$ cat config.mk
export PLATFORM = sky130hd
export DESIGN_NAME = conv_frame_io
export DESIGN_NICKNAME = d
export VERILOG_FILES = /design/src/rtl/conv_frame_io_pkg.sv /design/src/rtl/conv_frame_io_out_serializer.sv /design/src/rtl/conv_frame_io.sv
export SDC_FILE = /design/constraint.sdc
export NUM_CORES = 2
export LEC_CHECK = 0
export ABC_CLOCK_PERIOD_IN_PS = 126700
export CAP_MARGIN = 15
export CORE_AREA = 10 10 554 556
export DETAILED_ROUTE_END_ITERATION = 8
export DIE_AREA = 0 0 564 566
export GPL_ROUTABILITY_DRIVEN = 0
export HOLD_SLACK_MARGIN = 0.03
export PLACE_DENSITY = 0.49
export SETUP_SLACK_MARGIN = 0.1
export SYNTH_ARGS = -nofsm -noshare
export SYNTH_HDL_FRONTEND = slang
export SYNTH_SLANG_ARGS = --single-unit
$ cat constraint.sdc
create_clock -name clk -period 126.7 [get_ports clk]
set_input_delay 25.34 -clock clk [delete_from_list [all_inputs] [get_ports clk]]
set_output_delay 25.34 -clock clk [all_outputs]
set_load 0.01 [all_outputs]
$ cat src/rtl/conv_frame_io_pkg.sv
// Shared types and helpers for the convolution frame I/O adapter.
// Holds the FSM state encoding and the counter-width helper.
package conv_frame_io_pkg;

    typedef enum logic [1:0] {
        FILL  = 2'd0,
        WAIT  = 2'd1,
        DRAIN = 2'd2
    } state_t;

    // Width needed to index n items, never less than one bit.
    function automatic int cw(input int n);
        return (n <= 1) ? 1 : $clog2(n);
    endfunction

endpackage

$ cat src/rtl/conv_frame_io_out_serializer.sv
// Result buffer and outbound valid/ready stream for the frame adapter.
// Ports: clk, rst (async, active-high); load captures res and starts the
// stream; m_tdata/m_tvalid/m_tlast/m_tready is the outbound handshake;
// done pulses during the handshake of the last word.
module conv_frame_io_out_serializer
    import conv_frame_io_pkg::*;
#(
    parameter int W = 32,
    parameter int N = 9
) (
    input  logic         clk,
    input  logic         rst,
    input  logic         load,
    input  logic [N*W-1:0] res,
    output logic [W-1:0] m_tdata,
    output logic         m_tvalid,
    output logic         m_tlast,
    input  logic         m_tready,
    output logic         done
);

    localparam int OW = cw(N);

    logic [W-1:0]  rbuf [N];
    logic [OW-1:0] oidx;
    logic          valid_q;
    logic          last;

    assign last     = (oidx == OW'(N - 1));
    assign m_tvalid = valid_q;
    assign m_tlast  = valid_q && last;
    // Data is forced to zero when idle so the reset value is visible.
    assign m_tdata  = valid_q ? rbuf[oidx] : '0;
    assign done     = valid_q && m_tready && last;

    always_ff @(posedge clk or posedge rst) begin
        if (rst) begin
            for (int i = 0; i < N; i++) begin
                rbuf[i] <= '0;
            end
            oidx    <= '0;
            valid_q <= 1'b0;
        end else if (load) begin
            for (int i = 0; i < N; i++) begin
                rbuf[i] <= res[i*W +: W];
            end
            oidx    <= '0;
            valid_q <= 1'b1;
        end else if (valid_q && m_tready) begin
            if (last) begin
                oidx    <= '0;
                valid_q <= 1'b0;
            end else begin
                oidx <= oidx + 1'b1;
            end
        end
    end

endmodule

$ cat src/rtl/conv_frame_io.sv
// Frame I/O adapter around the parallel convolution core: assembles the
// inbound float stream into flat image/kernal buses, waits out the core
// latency, captures res and streams it back out.
// Ports: clk, rst (async, active-high); s_* inbound stream (s_tuser=1 is a
// kernel weight); image/kernal to core; res from core; m_* outbound stream;
// busy is high while waiting on the core or draining results.
module conv_frame_io
    import conv_frame_io_pkg::*;
#(
    parameter int imageWidth  = 5,
    parameter int imageHeight = 5,
    parameter int kernalSize  = 3,
    parameter int wordlength  = 32,
    parameter int convLatency = 40
) (
    input  logic clk,
    input  logic rst,
    input  logic [wordlength-1:0] s_tdata,
    input  logic s_tvalid,
    input  logic s_tuser,
    output logic s_tready,
    output logic [imageWidth*imageHeight*wordlength-1:0] image,
    output logic [kernalSize*kernalSize*wordlength-1:0] kernal,
    input  logic [(imageWidth-kernalSize+1)*(imageHeight-kernalSize+1)*wordlength-1:0] res,
    output logic [wordlength-1:0] m_tdata,
    output logic m_tvalid,
    output logic m_tlast,
    input  logic m_tready,
    output logic busy
);

    localparam int OUT_W = imageWidth - kernalSize + 1;
    localparam int OUT_H = imageHeight - kernalSize + 1;
    localparam int N_IN  = imageWidth * imageHeight;
    localparam int N_K   = kernalSize * kernalSize;
    localparam int N_OUT = OUT_W * OUT_H;
    localparam int IW    = cw(N_IN);
    localparam int KW    = cw(N_K);
    localparam int CW    = cw(convLatency + 1);

    state_t state, state_nx;

    logic [wordlength-1:0] img_q [N_IN];
    logic [wordlength-1:0] ker_q [N_K];
    logic [IW-1:0] iidx;
    logic [KW-1:0] kidx;
    logic [CW-1:0] wcnt;

    logic s_acc;
    logic last_pix;
    logic ser_load;
    logic ser_done;

    // Held low during reset so upstream never sees a phantom accept.
    assign s_tready = (state == FILL) && !rst;
    assign s_acc    = s_tvalid && s_tready;
    assign last_pix = s_acc && !s_tuser && (iidx == IW'(N_IN - 1));
    assign ser_load = (state == WAIT) && (wcnt == CW'(1));
    assign busy     = (state != FILL);

    always_ff @(posedge clk or posedge rst) begin
        if (rst) begin
            state <= FILL;
        end else begin
            state <= state_nx;
        end
    end

    always_comb begin
        state_nx = state;
        unique case (state)
            FILL:    if (last_pix) state_nx = WAIT;
            WAIT:    if (ser_load) state_nx = DRAIN;
            DRAIN:   if (ser_done) state_nx = FILL;
            default: state_nx = FILL;
        endcase
    end

    always_ff @(posedge clk or posedge rst) begin
        if (rst) begin
            for (int i = 0; i < N_IN; i++) begin
                img_q[i] <= '0;
            end
            for (int i = 0; i < N_K; i++) begin
                ker_q[i] <= '0;
            end
            iidx <= '0;
            kidx <= '0;
            wcnt <= '0;
        end else begin
            if (s_acc && s_tuser) begin
                ker_q[kidx] <= s_tdata;
                kidx <= (kidx == KW'(N_K - 1)) ? '0 : kidx + 1'b1;
            end
            if (s_acc && !s_tuser) begin
                img_q[iidx] <= s_tdata;
                iidx <= last_pix ? '0 : iidx + 1'b1;
            end
            if (last_pix) begin
                wcnt <= CW'(convLatency);
            end else if (state == WAIT) begin
                wcnt <= wcnt - 1'b1;
            end
        end
    end

    for (genvar i = 0; i < N_IN; i++) begin : g_img
        assign image[i*wordlength +: wordlength] = img_q[i];
    end

    for (genvar i = 0; i < N_K; i++) begin : g_ker
        assign kernal[i*wordlength +: wordlength] = ker_q[i];
    end

    conv_frame_io_out_serializer #(
        .W (wordlength),
        .N (N_OUT)
    ) u_ser (
        .clk      (clk),
        .rst      (rst),
        .load     (ser_load),
        .res      (res),
        .m_tdata  (m_tdata),
        .m_tvalid (m_tvalid),
        .m_tlast  (m_tlast),
        .m_tready (m_tready),
        .done     (ser_done)
    );

endmodule

Word level (Yosys, flattened, before mapping)
Index checks and enable logic that the tools add are counted.

operators by class
  bitwise operators = 3
  mux-type cells = 24
  reduce and logical (&&, ||, !) cells = 20
  magnitude comparators = 5
  add/sub/neg operators = 4
  equal/unequal tests = 9

operators with widths
  operator                                                                       count
  800-bit bitwise mux                                                            1
  288-bit bitwise mux                                                            1
  32-bit demux with 5-bit select                                                 1
  32-bit two-way mux                                                             5
  32-bit binary-select mux with 4-bit select                                     1
  32-bit demux with 4-bit select                                                 1
  4-bit two-way mux                                                              4
  6-bit two-way mux                                                              2
  1-bit logical AND                                                              11
  5-bit >= comparator (second input constant)                                    2
  4-bit NOT with 5-bit output                                                    2
  4-bit by 1-bit adder with 4-bit output (second input constant)                 2
  4-bit equality test (second input constant)                                    2
  2-bit nonzero test                                                             4
  6-bit by 1-bit equality test with 1-bit output (second input constant)         1
  6-bit >= comparator (second input constant)                                    1
  6-bit by 1-bit less-than comparator with 1-bit output (second input constant)  1
  2-bit two-way mux                                                              3
  2-bit inequality test (second input constant)                                  3
  5-bit NOT with 6-bit output                                                    1
  2-bit one-hot mux with 3 select lines                                          1
  6-bit by 1-bit subtractor with 6-bit output (second input constant)            1
  5-bit by 1-bit adder with 5-bit output (second input constant)                 1
  5-bit equality test (second input constant)                                    1
  other kinds (9)                                                                12

storage, ports and cells
  logic and storage cells = 114
  register bits = 1,398
  output and inout bits = 1,124
  input bits = 325

Logic depth before layout (Yosys ltp)
  word-level depth = 7
  gate-level depth with buffers = 10
  gate-level depth less buffers = 6

Hierarchy
From an unflattened synthesis, not the netlist that was laid out.

second synthesis, totals
  cell total of the unflattened synthesis = 3,455
  area, all modules = 55,570.8 µm²

by module, submodules not included
  module                        cells an instance  instances  area each (µm²)  sequential area each (µm²)
  conv_frame_io                 2,550              1          42,164.2         27,651.5
  conv_frame_io_out_serializer  905                1          13,406.6         7,332.0

Worst setup path before layout
OpenSTA, ideal clock, no wires.

  path kind = input port to output port
  start point = in rst
  end point = out s_tready
  data arrival time = 25.815 ns
  stages = 2
  required time = 101.360 ns
  setup slack = 75.545 ns
  buffers on the path = 0
  path through = or3_4 -> inv_2

on the way
  cells in the longest elaborated chain, start to end = 2

RTL lines
  what                                RTL line             RTL
  start, declared                     conv_frame_io.sv:17  input logic rst,
  1-bit logical NOT (no source line)  -
  1-bit logical AND                   conv_frame_io.sv:55  assign s_tready = (state == FILL) && !rst;
  end, declared                       conv_frame_io.sv:21  output logic s_tready,

No other way between the ends.

Worst setup path after layout
Same ends and word-level chain as after synthesis.

==> impl_metrics.ini <==
[sta]
rsz0062_at_grt = false
fmax_mhz = 19.07
setup_tns_ns = 0
min_period_ns = 52.43
drv_slew = 0
setup_viol = 0
clock_skew_ns = 0.04135
maxSlewHeadroom_pct = 25.31
min_period_over_period_pct = 41.38
final_hold_viol_count = 0
worst_slew_pin_slew_ns = 1.120

[power_and_ir_drop]
ir_worst_vdd_uv = 11.60
switching_share_pct = 30.82
clkPwrFrac_pct = 30.8
seqPwrFrac_pct = 37.8
p_comb_share_pct = 31.4
power.internal_mw = 1.117
pwr_density_cell_nw_per_um2 = 20.27
p_leak_nw = 35.19
power.switching_mw = 0.4977

[die]
ios = 1449
die_x_um = 564
initial_core_util_pct = 18.63
die_area_um2 = 319200
coreArea_um2 = 295800
die_h_um = 566
row_count = 200

[detailed_routing]
drtIter0Drc = 1850
vias_per_cell = 3.985
routed_wl_um = 249300
ant_nets = 0
drc = 0
post_drt_wl_per_cell_um = 27.78
via_count = 35750
first_pass_iters = 5

[clock_network]
clock_path_buffers = 4
clock_sinks = 1398
post-cts-setup-buffer-count = 0
ctsResizeCount = 0
root_buffer = clkbuf_16
cts-buffers-inserted = 167
path_clk_slew_ns = 0.06
hold_buffers = 0
htreeDepth = 4
cts_tree = yes
clk_latency_ns = 0.83

[logic_synthesis]
synth_cell_type_count = 52
ys_ff_latch = 1398
synth-seq-area-share_pct = 63.48
postSynthNetCount = 3778
synth_common_cells = 1398 x dfrtp_1, 1352 x mux2_2, 129 x clkbuf_1
postSynthCellCount = 3441
yosysTopAreaCell = dfrtp_1
syn-cell-area_um2 = 55110
yosysMostFrequentCell = dfrtp_1
netlist_top_cells_area = dfrtp_1 63%, mux2_2 28%, mux4_2 1.3%
synth_edf_count = 0
ys_warn_count = 0
synth_top_area_share_pct = 63.48
yosys_most_used_dff = dfrtp_1
syn_avg_cell_area_um2 = 16.02
synthArstFlopShare_pct = 100.0

[grt]
first_global_vias = 38360
grt_pass1_wl_um = 333900
overflow = 0
grt_util_all_layers_pct = 14.82
antenna_found_initial = 84
grt_max_degree = 149

[cells_and_area]
final_util_pct = 26.94
areaGrowthSynthToFinish_pct = 44.61
final_cells = 8972
nets = 5195
drive_gt1_share_pct = 36.24

[setup_path]
crit_required_ns = 101.36
end_kind = output port
critPathArrivalTime_ns = 27.09
startpoint_type = input pin
crit_type = input pin to output port
crit_fanout = 4

[place]
portBuffers = 1448
post-place-cells = 8628
hpwl_um = 175600

[flow_run]
maxCapViolCount = 0

[hold_path]
hp-class = flip-flop to flip-flop

[status]
status = finished, final reports clean
[sequential cells by signal (all words and copies together) (netlist names)]
name	cells
iidx	5
kernal	288
u_ser.m_tvalid	1
u_ser.oidx	4
wcnt	6
u_ser.rbuf	288
image	800
state	2
kidx	4
[final cells by class]
type | count | area [um^2]
Multi-Input combinational cell | 1750 | 18940
Tap cell | 3939 | 4928
Clock buffer | 252 | 4930
Inverter | 10 | 45.04
Sequential cell | 1398 | 34990
Timing Repair Buffer | 1531 | 15000
Fill cell | 30560 | 216100
Clock inverter | 53 | 768.2
Antenna cell | 39 | 97.59
[per-layer routing]
metal	GRT usage, %	part of all wire [%]	vias up
met2	26.17	50	1387
met1	16.05	37	18760
li1	-	-	15140
met5	0	0.18	-
met3	6.049	10	401
met4	4.840	3.6	72
[power by group through the flow]
stage               Combinational (mW)  Sequential, mW  Clock [mW]
finish                           0.507           0.610       0.498
CTS                              0.520           0.610       0.515
floorplan                        0.156           0.652           0
detailed placement               0.519           0.618           0
global placement                 0.516           0.613           0
global route                     0.536           0.623       0.531
[kinds of logic (layout without fill, tap and decap cells)]
kind of cell / count (synthesis) / count (layout) / synth area share [%]
compound gates: 118 / 118 / 1.474
xor+xnor: 5 / 5 / 0.07948
fa+ha+maj: 12 / 12 / 0.2724
buf+inv: 293 / 1846 / 2.645
flops: 1398 / 1398 / 63.48
mux: 1473 / 1473 / 30.61
other cells: 0 / 39 / 0
simple gates: 142 / 142 / 1.439
[layout by cell type (no fill, tap or decap), drive strengths merged, types with 2 or more instances in the layout]
master,n
clkdlybuf4s50,1416
dfrtp,1398
mux2,1377
clkbuf,252
buf,115
mux2i,64
nand2,61
o21ai,41
diode,39
mux4,32
a221oi,32
a21boi,32
clkinv,32
nand3,19
inv,17
nor2,13
nor2b,13
ha,12
bufinv,10
and2,10
a21oi,5
clkinvlp,4
nor4,4
nor3,3
xor2,3
a31oi,3
and3,2
nor4b,2
nand4,2
xnor2,2
nand3b,2
nor3b,2
nand4b,2
or3,2
and4b,2
[path summary, 6_finish.rpt]
check / start / endpoint / slack, ns / cells after the start
max in group asynchronous: rst / image[175] / 96.28 / 8
hold / removal: image[253] / image[253] / 0.48 / 1
hold reg to reg: image[253] / image[253] / 0.48 / 1
min in group asynchronous: rst / image[249] / 25.30 / 2
setup reg to reg: state[0] / image[18] / 123.28 / 5
setup / recovery: rst / s_tready / 74.27 / 4
[worst max-delay path, stage by stage]
cell and delay (ns):
clkdlybuf4s50_1 0.60, or3_4 0.46, inv_2 0.12, clkdlybuf4s50_1 0.57
[per-stage QoR]
step           instance area (um^2)  setup slack [ns]  total power, mW  hold WS [ns]
2_1_floorplan                 55110             61.94           0.8078        0.4739
3_3_place_gp                  73900             74.22            1.129        0.4690
3_5_place_dp                  73900             74.27            1.137        0.4737
4_1_cts                       79590             74.26            1.646        0.4869
5_1_grt                       79590             74.22            1.690        0.4971
6_report                      79690             74.27            1.615        0.4823
Power figures use the tool's default switching activity.
